<file path="src/rtl/riscv_fetch_unit_pkg.sv">
// Shared constants for the fetch front end: unit indices, the NOP encoding,
// RV32 major opcodes used by predecode, and the fetch-block alignment helper.
`timescale 1ns/1ps
package riscv_fetch_unit_pkg;

    localparam int UNIT_NUM = 5;
    localparam int UNIT_ALU = 0;
    localparam int UNIT_MUL = 1;
    localparam int UNIT_LSU = 2;
    localparam int UNIT_BRU = 3;
    localparam int UNIT_CSR = 4;

    localparam logic [31:0] INST_NOP = 32'h0000_0013;

    localparam logic [6:0] OPC_LUI      = 7'b0110111;
    localparam logic [6:0] OPC_AUIPC    = 7'b0010111;
    localparam logic [6:0] OPC_JAL      = 7'b1101111;
    localparam logic [6:0] OPC_JALR     = 7'b1100111;
    localparam logic [6:0] OPC_BRANCH   = 7'b1100011;
    localparam logic [6:0] OPC_LOAD     = 7'b0000011;
    localparam logic [6:0] OPC_STORE    = 7'b0100011;
    localparam logic [6:0] OPC_OP_IMM   = 7'b0010011;
    localparam logic [6:0] OPC_OP       = 7'b0110011;
    localparam logic [6:0] OPC_MISC_MEM = 7'b0001111;
    localparam logic [6:0] OPC_SYSTEM   = 7'b1110011;

    localparam logic [6:0] FUNCT7_MULDIV = 7'b0000001;

    function automatic logic [31:0] align8(input logic [31:0] a);
        return {a[31:3], 3'b000};
    endfunction

endpackage

</file>
<file path="src/rtl/riscv_fetch_unit_predecode.sv">
// Combinational predecode: maps one RV32 instruction to a one-hot
// execution-unit usage vector (all zero for unrecognised opcodes).
`timescale 1ns/1ps
module riscv_predecode
    import riscv_fetch_unit_pkg::*;
(
    input  logic [31:0]         i_inst,
    output logic [UNIT_NUM-1:0] o_unit_usage
);

    logic w_unused_bits;
    assign w_unused_bits = ^i_inst[24:7];

    always_comb begin
        o_unit_usage = '0;
        case (i_inst[6:0])
            OPC_LUI, OPC_AUIPC, OPC_OP_IMM: o_unit_usage[UNIT_ALU] = 1'b1;
            OPC_OP: begin
                // M-extension ops share the OP major opcode; funct7 separates them
                if (i_inst[31:25] == FUNCT7_MULDIV) begin
                    o_unit_usage[UNIT_MUL] = 1'b1;
                end else begin
                    o_unit_usage[UNIT_ALU] = 1'b1;
                end
            end
            OPC_JAL, OPC_JALR, OPC_BRANCH:      o_unit_usage[UNIT_BRU] = 1'b1;
            OPC_LOAD, OPC_STORE, OPC_MISC_MEM:  o_unit_usage[UNIT_LSU] = 1'b1;
            OPC_SYSTEM:                         o_unit_usage[UNIT_CSR] = 1'b1;
            default: ;
        endcase
    end

endmodule

</file>
<file path="src/rtl/riscv_fetch_unit.sv">
// Fetch stage: issues 8-byte-aligned imem requests, buffers in-order
// responses in a DEPTH-entry ring and pushes predecoded bundles to the IQ.
`timescale 1ns/1ps
module riscv_fetch_unit
    import riscv_fetch_unit_pkg::*;
#(
    parameter logic [31:0] RESET_PC = 32'h0000_0000,
    parameter int          DEPTH    = 2
)(
    input  logic                clk,
    input  logic                srst_n,
    input  logic                redirect_valid,
    input  logic [31:0]         redirect_pc,
    output logic                imem_req,
    output logic [31:0]         imem_addr,
    input  logic                imem_gnt,
    input  logic                imem_rvalid,
    input  logic [63:0]         imem_rdata,
    output logic                iq_push,
    output logic [31:0]         iq_pc,
    output logic [63:0]         iq_inst,
    output logic                iq_predict_valid,
    output logic [UNIT_NUM-1:0] iq_unit_usage0,
    output logic [UNIT_NUM-1:0] iq_unit_usage1,
    input  logic                iq_push_accept
);

    localparam int PTR_W = $clog2(DEPTH);
    localparam int CNT_W = $clog2(DEPTH + 1);

    logic [31:0]      r_fetch_pc;
    logic [31:0]      r_pc   [DEPTH];
    logic [63:0]      r_data [DEPTH];
    logic [DEPTH-1:0] r_filled;
    logic [PTR_W-1:0] r_head;
    logic [PTR_W-1:0] r_tail;
    logic [PTR_W-1:0] r_fill_ptr;
    logic [CNT_W-1:0] r_alloc_cnt;
    logic [CNT_W-1:0] r_kill_cnt;

    logic [CNT_W-1:0] w_filled_cnt;
    logic [CNT_W-1:0] w_unfilled;
    logic [CNT_W:0]   w_inflight;
    logic             w_grant;
    logic             w_pop;
    logic             w_rsp_kill;
    logic             w_rsp_fill;
    logic [31:0]      w_head_pc;
    logic [63:0]      w_head_data;
    logic             w_unused_bits;

    assign w_unused_bits = ^redirect_pc[1:0];

    always_comb begin
        w_filled_cnt = '0;
        for (int i = 0; i < DEPTH; i++) begin
            w_filled_cnt = w_filled_cnt + CNT_W'(r_filled[i]);
        end
    end

    // Unfilled entries are always the youngest allocations, so this is also
    // the number of live (non-killed) responses still owed by imem.
    assign w_unfilled = r_alloc_cnt - w_filled_cnt;
    assign w_inflight = {1'b0, r_alloc_cnt} + {1'b0, r_kill_cnt};

    assign imem_req  = srst_n && !redirect_valid && (w_inflight < (CNT_W + 1)'(DEPTH));
    assign imem_addr = align8(r_fetch_pc);
    assign w_grant   = imem_req && imem_gnt;

    assign w_rsp_kill = imem_rvalid && (r_kill_cnt != '0);
    assign w_rsp_fill = imem_rvalid && (r_kill_cnt == '0) && (w_unfilled != '0);

    assign w_head_pc   = r_pc[r_head];
    assign w_head_data = r_data[r_head];

    assign iq_push          = r_filled[r_head] && !redirect_valid;
    assign iq_pc            = w_head_pc;
    assign iq_inst          = w_head_pc[2] ? {w_head_data[63:32], INST_NOP} : w_head_data;
    assign iq_predict_valid = srst_n;
    assign w_pop            = iq_push && iq_push_accept;

    riscv_predecode u_predecode0 (
        .i_inst       (iq_inst[31:0]),
        .o_unit_usage (iq_unit_usage0)
    );

    riscv_predecode u_predecode1 (
        .i_inst       (iq_inst[63:32]),
        .o_unit_usage (iq_unit_usage1)
    );

    always_ff @(posedge clk or negedge srst_n) begin
        if (!srst_n) begin
            r_fetch_pc  <= RESET_PC;
            r_filled    <= '0;
            r_head      <= '0;
            r_tail      <= '0;
            r_fill_ptr  <= '0;
            r_alloc_cnt <= '0;
            r_kill_cnt  <= '0;
            for (int i = 0; i < DEPTH; i++) begin
                r_pc[i]   <= '0;
                r_data[i] <= '0;
            end
        end else if (redirect_valid) begin
            r_fetch_pc  <= {redirect_pc[31:2], 2'b00};
            r_filled    <= '0;
            r_head      <= '0;
            r_tail      <= '0;
            r_fill_ptr  <= '0;
            r_alloc_cnt <= '0;
            // A response landing this cycle settles one of the owed responses
            r_kill_cnt  <= r_kill_cnt + w_unfilled - CNT_W'(w_rsp_kill || w_rsp_fill);
        end else begin
            if (w_grant) begin
                r_pc[r_tail]     <= r_fetch_pc;
                r_filled[r_tail] <= 1'b0;
                r_tail           <= r_tail + PTR_W'(1);
                r_fetch_pc       <= {r_fetch_pc[31:3] + 29'd1, 3'b000};
            end
            if (w_rsp_kill) begin
                r_kill_cnt <= r_kill_cnt - CNT_W'(1);
            end
            if (w_rsp_fill) begin
                r_data[r_fill_ptr]   <= imem_rdata;
                r_filled[r_fill_ptr] <= 1'b1;
                r_fill_ptr           <= r_fill_ptr + PTR_W'(1);
            end
            if (w_pop) begin
                r_filled[r_head] <= 1'b0;
                r_head           <= r_head + PTR_W'(1);
            end
            r_alloc_cnt <= r_alloc_cnt + CNT_W'(w_grant) - CNT_W'(w_pop);
        end
    end

endmodule

</file>
<file path="config.mk">
export PLATFORM = sky130hd
export DESIGN_NAME = riscv_fetch_unit
export DESIGN_NICKNAME = d
export VERILOG_FILES = /design/src/rtl/riscv_fetch_unit_pkg.sv /design/src/rtl/riscv_fetch_unit_predecode.sv /design/src/rtl/riscv_fetch_unit.sv
export SDC_FILE = /design/constraint.sdc
export NUM_CORES = 1
export LEC_CHECK = 0
export CAP_MARGIN = 15
export CORE_ASPECT_RATIO = 1.75
export CORE_UTILIZATION = 55
export DETAILED_ROUTE_END_ITERATION = 12
export GPL_TIMING_DRIVEN = 0
export PLACE_DENSITY = 0.83
export SLEW_MARGIN = 40
export SYNTH_ARGS = -nofsm -noshare
export SYNTH_HDL_FRONTEND = slang
export SYNTH_SLANG_ARGS = --single-unit
</file>
<file path="constraint.sdc">
create_clock -name clk -period 5.8 [get_ports clk]
set_input_delay 1.74 -clock clk [delete_from_list [all_inputs] [get_ports clk]]
set_output_delay 1.74 -clock clk [all_outputs]
set_load 0.05 [all_outputs]
</file>
# --- After elaboration in Yosys (flattened, before gate mapping) ---
# Cells that the tools add are included.
word_totals:
  ff_bits: 233
  output_inout_bits: 141
op_classes:
  add_sub_neg: 12
  n_lt_le_gt_ge: 12
  eq_ne: 24
  muxes: 52
  bitwise_logic: 9
  n_reduce_logical: 30
op_table:
  columns: ["cell", "n"]
  rows:
  - ["64-bit two-way mux", 4]
  - ["32-bit two-way mux", 7]
  - ["128-bit bitwise mux", 1]
  - ["64-bit bitwise mux", 1]
  - ["64-bit demux with 1-bit select", 1]
  - ["7-bit equality test (second input constant)", 8]
  - ["7-bit by 6-bit equality test with 1-bit output (second input constant)", 6]
  - ["32-bit demux with 1-bit select", 1]
  - ["29-bit by 1-bit adder with 29-bit output (second input constant)", 1]
  - ["7-bit by 5-bit equality test with 1-bit output (second input constant)", 4]
  - ["1-bit two-way mux", 23]
  - ["2-bit two-way mux", 9]
  - ["3-bit OR reduction", 6]
  - ["7-bit by 1-bit equality test with 1-bit output (second input constant)", 2]
  - ["7-bit by 2-bit equality test with 1-bit output (second input constant)", 2]
  - ["7-bit by 4-bit equality test with 1-bit output (second input constant)", 2]
  - ["1-bit logical AND", 13]
  - ["2-bit nonzero test", 6]
  - ["2-bit greater-or-equal comparator (second input constant)", 3]
  - ["1-bit by 2-bit less-than comparator with 1-bit output (second input constant)", 3]
  - ["1-bit inverter with 2-bit output", 3]
  - ["2-bit AND", 2]
  - ["2-bit by 1-bit less-than comparator with 1-bit output (second input constant)", 2]
  - ["2-bit inverter", 2]
  - ["18 further kinds", 27]

# --- Longest topological paths before layout ---
depth:
  word_depth: 14
  ltp_mapped: 14
  depth_no_buf: 14

# --- Cells and area by module ---
# A second synthesis with hierarchy kept.
unflattened:
  hier_cells: 870
  hier_area_um2: 11060.6
by_module_without_submodules:
  columns: ["module", "instances", "cells_each", "area_each_um2", "seq_area_each_um2"]
  rows:
  - ["riscv_fetch_unit", 1, 838, 10855.4, 5680.4]
  - ["riscv_predecode", 2, 16, 102.6, 0.0]

# --- Worst setup path after synthesis ---
# No wires, ideal clock.
synth_timing:
  path_kind: "reg-to-output"
  start: "register r_pc[34] in the netlist's numbering"
  end: "output iq_unit_usage0[0]"
  arrival_time_ns: 3.238
  required_time_ns: 4.060
  path_slack_ns: 0.822
  stages_incl_launch_ff: 6
  cell_sequence: "dfrtp_1 nor2_1 a22o_1 nor2b_1 nand3_1 o41ai_1"
synth_between:
  elab_chain_cells: 7
synth_lines:
  columns: ["element", "line_no", "rtl"]
  rows:
  - ["from (decl)", "riscv_fetch_unit.sv:32", "logic [31:0] r_pc [DEPTH];"]
  - ["from (signal, indexed assignment)", "riscv_fetch_unit.sv:116", "r_pc[r_tail] <= r_fetch_pc;"]
  - ["32-bit two-way mux (implied by the code) (*) (3 in series)", "riscv_fetch_unit.sv:73", "assign w_head_pc = r_pc[r_head];"]
  - ["32-bit two-way mux (*)", "riscv_fetch_unit.sv:78", "assign iq_inst = w_head_pc[2] ? {w_head_data[63:32], INST_NOP} : w_head_data;"]
  - ["net iq_inst[5]", "riscv_fetch_unit.sv:21", "output logic [63:0] iq_inst,"]
  - ["7-bit by 6-bit equality test with 1-bit output or 7-bit by 5-bit equality test with 1-bit output (tied branches)", "riscv_fetch_unit_predecode.sv:16", "case (i_inst[6:0])"]
  - ["3-bit OR reduction", "riscv_fetch_unit_predecode.sv:16", null]
  - ["1-bit case mux with 2 select lines (*)", "riscv_fetch_unit_predecode.sv:16", null]
  - ["to (decl)", "riscv_fetch_unit.sv:23", "output logic [UNIT_NUM-1:0] iq_unit_usage0,"]
# The timed path passes the listed nets; every way through them passes the cells marked *. The select of a mux whose other input is x is not followed.

# --- Final worst setup path ---
layout_timing:
  start: "input srst_n"
  end: "output imem_req"
layout_between:
  elab_chain_cells: 2
layout_lines:
  columns: ["element", "line_no", "rtl"]
  rows:
  - ["from (decl)", "riscv_fetch_unit.sv:11", "input logic srst_n,"]
  - ["1-bit logical AND (2 in series)", "riscv_fetch_unit.sv:66", "assign imem_req = srst_n && !redirect_valid && (w_inflight < (CNT_W + 1)'(DEPTH));"]
  - ["to (decl)", "riscv_fetch_unit.sv:14", "output logic imem_req,"]
# Every way passes these cells.

==> results summary <==
The maximum buffer depth of the clock tree is 3. In this run the worst setup path begins at srst_n. The buffers inserted during post-CTS setup optimization is 0. In this run, distinct cell masters in the synthesized netlist total 62. Derived from the worst setup path, the maximum achievable clock frequency is 0.179 GHz. The clock drives 227 sinks. The standard cell core area came out at 19800 sq um.

Sorting the synthesized cells by area gives the leading types as sky130_fd_sc_hd__dfrtp_1 (51%), sky130_fd_sc_hd__mux2_2 (16%), sky130_fd_sc_hd__mux2_1 (8.1%). The wire length of the first global-routing pass came out at 44000 microns. The transition time at the pin with the least slew margin came out at 764 ps. The number of antenna violations at the first check in global routing came out at 0. The number of design-rule violations left by the first detailed-router iteration came out at 293.

For this run, the post-layout net count is 1271. The path type of the worst setup path is primary input to output pin. The cell row count is 68.

The library cell with the largest summed area after synthesis is sky130_fd_sc_hd__dfrtp_1. The final worst-path setup slack is 207 ps. For this run, the detailed router's first-pass iteration total came to 5. In this run the worst hold path is classified as flip-flop to flip-flop.

The run finished with clean final reports. The total wire length after detailed routing is 28400 microns. The buffer type at the clock tree root is sky130_fd_sc_hd__clkbuf_16. The number of routed nets with antenna violations came out at 0. The placement-stage worst setup slack came out at 181 ps. The normalized max-slew margin came out at 0.489.

The startpoint of the worst hold path is r_pc[37]$_DFFE_PN0P_. The final critical delay including setup and external delays is 5590 ps. The count of flip-flops with a built-in enable after synthesis came out at 0. The area fraction of the dominant cell type after synthesis is 0.508. The post-layout instance count excluding filler cells came out at 1417.

The simple-gate area share of the yosys netlist is 0.0862. The share of post-route cells with drive strength above 1 is 0.239. In this run the vertical extent of the chip is 191 microns. The number of maximum-capacitance violations came out at 0. The beginning of the worst register-to-register path is r_filled[1]$_DFF_PN0_.

Once the clock tree was built, the resizer swapped 0 gates to a different size. The DRC violation count after routing is 0. The detailed-route vias per instance is 5.71. The average instance area after synthesis is 12.5 sq um.

The die area came out at 20900 sq um. VDD sags by at most 0.000461 V. The repair_antennas step left the layout with diodes totalling 0. The final hold violation count came out at 0. After legalization and detailed placement, the total HPWL measured 20900 microns. The area fraction in compound gates after synthesis came to 0.0592. Of the available clock period, the critical path in the final layout requires 0.964. The overall fraction of global-route tracks in use came out at 0.275. During I/O placement, the number of pins put on the boundary was 243.

After detailed placement, the total cell area comes to 13900 sq um. For this run, asynchronously set or reset flops after synthesis account for 1.00. The number of input and output port buffers inserted is 234. The share of synthesized area spent on multiplexers is 0.269. The mean routed wirelength per cell came out at 20.0 microns. The chip width came out at 110 microns.

The worst setup path is launched from a primary input. The CTS tree is done. The number of filler cells placed in the layout is 1368. The largest net degree at the start of global routing is 75.

The share of the synthesized netlist area taken by xor and xnor gates came out at 0.00694. After clock tree synthesis, the flow added hold-fix buffers numbering 0. Routability-driven placement finished with a final weighted congestion of 0.894.

Of the total synthesized cell area, the portion taken by full adders, half adders and majority gates is 0.0125. The total number of vias is 8094. The maximum level of the CTS H-tree came out at 1. Clock latency on the worst-skew pair, taken at its later pin, is 500 ps.

The clock input transition at the sequential cells of the worst setup and hold paths is 70 ps. The number of setup violations in the final report came out at 0. By area, the combinational part of the netlist is dominated by multiplexers. The library cell used most frequently in the layout, excluding fill and tap cells, is sky130_fd_sc_hd__clkdlybuf4s50_1. The number of clock buffers inserted by TritonCTS came out at 21. The power density relative to cell area came out at 476 nW/um^2. The area of the mapped netlist is 11200 sq um.

In this run, synthesis produced a sequential element count of 227. Setup repair after global routing left no endpoint under its margin. Leaving out fill and tap cells, the most frequent cells in the layout are sky130_fd_sc_hd__clkdlybuf4s50_1 (233), sky130_fd_sc_hd__dfrtp_1 (227), sky130_fd_sc_hd__mux2_2 (161). In this run the static leakage power is 6.79 nW. The post-placement cell count came out at 1381. Of the synthesized area, sequential elements account for 0.508. In the synthesized netlist the dominant register cell turns out to be sky130_fd_sc_hd__dfrtp_1.

Measured on the finished design, the core utilization comes to 0.741. The post-synthesis cell count is 895. The worst endpoint required time is 4060 ps. The number of warnings reported in the yosys synthesis log is 0. The layout overhead on the synthesized area is 31.4%. The number of global-route vias before repair is 8553. At the worst endpoint, the arrival time is 3850 ps. The area of all placed cells without fillers is 14700 sq um. The final count of pins violating max slew came out at 0. Along the worst path, the maximum fanout reaches 74. The overall overflow remaining after global route came out at 0. STA classifies the critical path endpoint as an output pin. The initial utilization of the core area, before any placement, comes to 0.564.

Across the routed clock network, the largest skew measured is 20.1 ps.
final timing paths:
check	endpoint	slack [ps]	cells after the start
max reg2reg	r_data[73]$_DFFE_PN0P_	2610	10
max	imem_req	210	5
max in group asynchronous	r_pc[40]$_DFFE_PN0P_	3780	3
min	r_pc[37]$_DFFE_PN0P_	480	2
min reg2reg	r_pc[37]$_DFFE_PN0P_	480	2
min in group asynchronous	r_data[20]$_DFFE_PN0P_	1050	1
state kept, by name, summed over array words and instances, names as in the netlist:
name	cells
r_data	128
r_pc	60
r_fetch_pc	30
r_alloc_cnt	2
r_filled	2
r_kill_cnt	2
r_fill_ptr	1
r_head	1
r_tail	1
per-stage QoR:
step	power, mW	hold WS (ps)	setup TNS (ps)
floorplan	4.44	444	0
global placement	5.43	457	-2064180
detailed placement	5.50	467	0
CTS	7.04	482	0
global route	7.29	502	0
finish	6.99	479	0
cell type report:
| type | instances | area (sq um) | area share |
|---|---|---|---|
| clock inverters | 8 | 143 | 0.00971 |
| clock buffers | 28 | 612 | 0.0417 |
| inverters | 18 | 67.6 | 0.00460 |
| plain buffers | 81 | 578 | 0.0394 |
| repair buffers | 237 | 2430 | 0.165 |
| multi-input cells | 573 | 4870 | 0.331 |
| well taps | 245 | 307 | 0.0209 |
| flip-flops and latches | 227 | 5680 | 0.387 |
critical path: stages:
cell and delay (ps):
sky130_fd_sc_hd__buf_8 150, sky130_fd_sc_hd__buf_16 310, sky130_fd_sc_hd__buf_16 350, sky130_fd_sc_hd__nor4b_4 310, sky130_fd_sc_hd__clkdlybuf4s50_1 880
cells in the mapped netlist (2+ instances only):
master,count
sky130_fd_sc_hd__nand2b_1,6
sky130_fd_sc_hd__and3_1,10
sky130_fd_sc_hd__and2_1,6
sky130_fd_sc_hd__o21ai_0,25
sky130_fd_sc_hd__nand3_2,3
sky130_fd_sc_hd__nand3_1,13
sky130_fd_sc_hd__fa_1,2
sky130_fd_sc_hd__mux2i_1,29
sky130_fd_sc_hd__mux2_2,161
sky130_fd_sc_hd__nor2_1,41
sky130_fd_sc_hd__and4_1,3
sky130_fd_sc_hd__o211ai_1,9
sky130_fd_sc_hd__a22o_1,7
sky130_fd_sc_hd__nor3_1,8
sky130_fd_sc_hd__o32a_1,3
sky130_fd_sc_hd__nand2_1,58
sky130_fd_sc_hd__buf_2,18
sky130_fd_sc_hd__a32oi_1,2
sky130_fd_sc_hd__or3_1,3
sky130_fd_sc_hd__a22oi_1,2
sky130_fd_sc_hd__buf_6,14
sky130_fd_sc_hd__a211oi_1,2
sky130_fd_sc_hd__a21oi_1,9
sky130_fd_sc_hd__a41oi_1,3
sky130_fd_sc_hd__a311oi_1,2
sky130_fd_sc_hd__ha_1,8
sky130_fd_sc_hd__inv_1,17
sky130_fd_sc_hd__dfrtp_1,227
sky130_fd_sc_hd__a221o_1,3
sky130_fd_sc_hd__nor2b_1,11
sky130_fd_sc_hd__nor4_1,6
sky130_fd_sc_hd__a21o_1,4
sky130_fd_sc_hd__o311ai_0,12
sky130_fd_sc_hd__nand4_1,7
sky130_fd_sc_hd__clkbuf_1,9
sky130_fd_sc_hd__buf_4,39
sky130_fd_sc_hd__mux2_1,80
sky130_fd_sc_hd__or4_1,3
sky130_fd_sc_hd__a31oi_1,2
sky130_fd_sc_hd__xnor2_1,6
cell families after synthesis:
| group | after synthesis |
|---|---|
| AND/OR/NAND/NOR | 187 |
| other | 1 |
| multiplexers | 270 |
| XOR/XNOR | 8 |
| adder cells (fa/ha/maj) | 10 |
| flip-flops | 227 |
| buffers and inverters | 99 |
| AO/OA/AOI/OAI | 93 |
metal layers:
metal,global-route usage,part of all wire,vias up
li1,-,-,3696
met1,0.283,0.35,4037
met2,0.529,0.55,290
met3,0.0492,0.064,71
met4,0.115,0.038,0
met5,0,0,-
report_power, final:
group | leakage [nW] | switching, mW | internal (mW) | total (mW)
combinational | 3.40 | 1.96 | 1.26 | 3.22
clock | 0.372 | 0.598 | 0.917 | 1.51
sequential | 3.01 | 0.264 | 2.00 | 2.26
total | 6.79 | 2.82 | 4.17 | 6.99
Note: power is estimated with default switching activity, not from simulation.
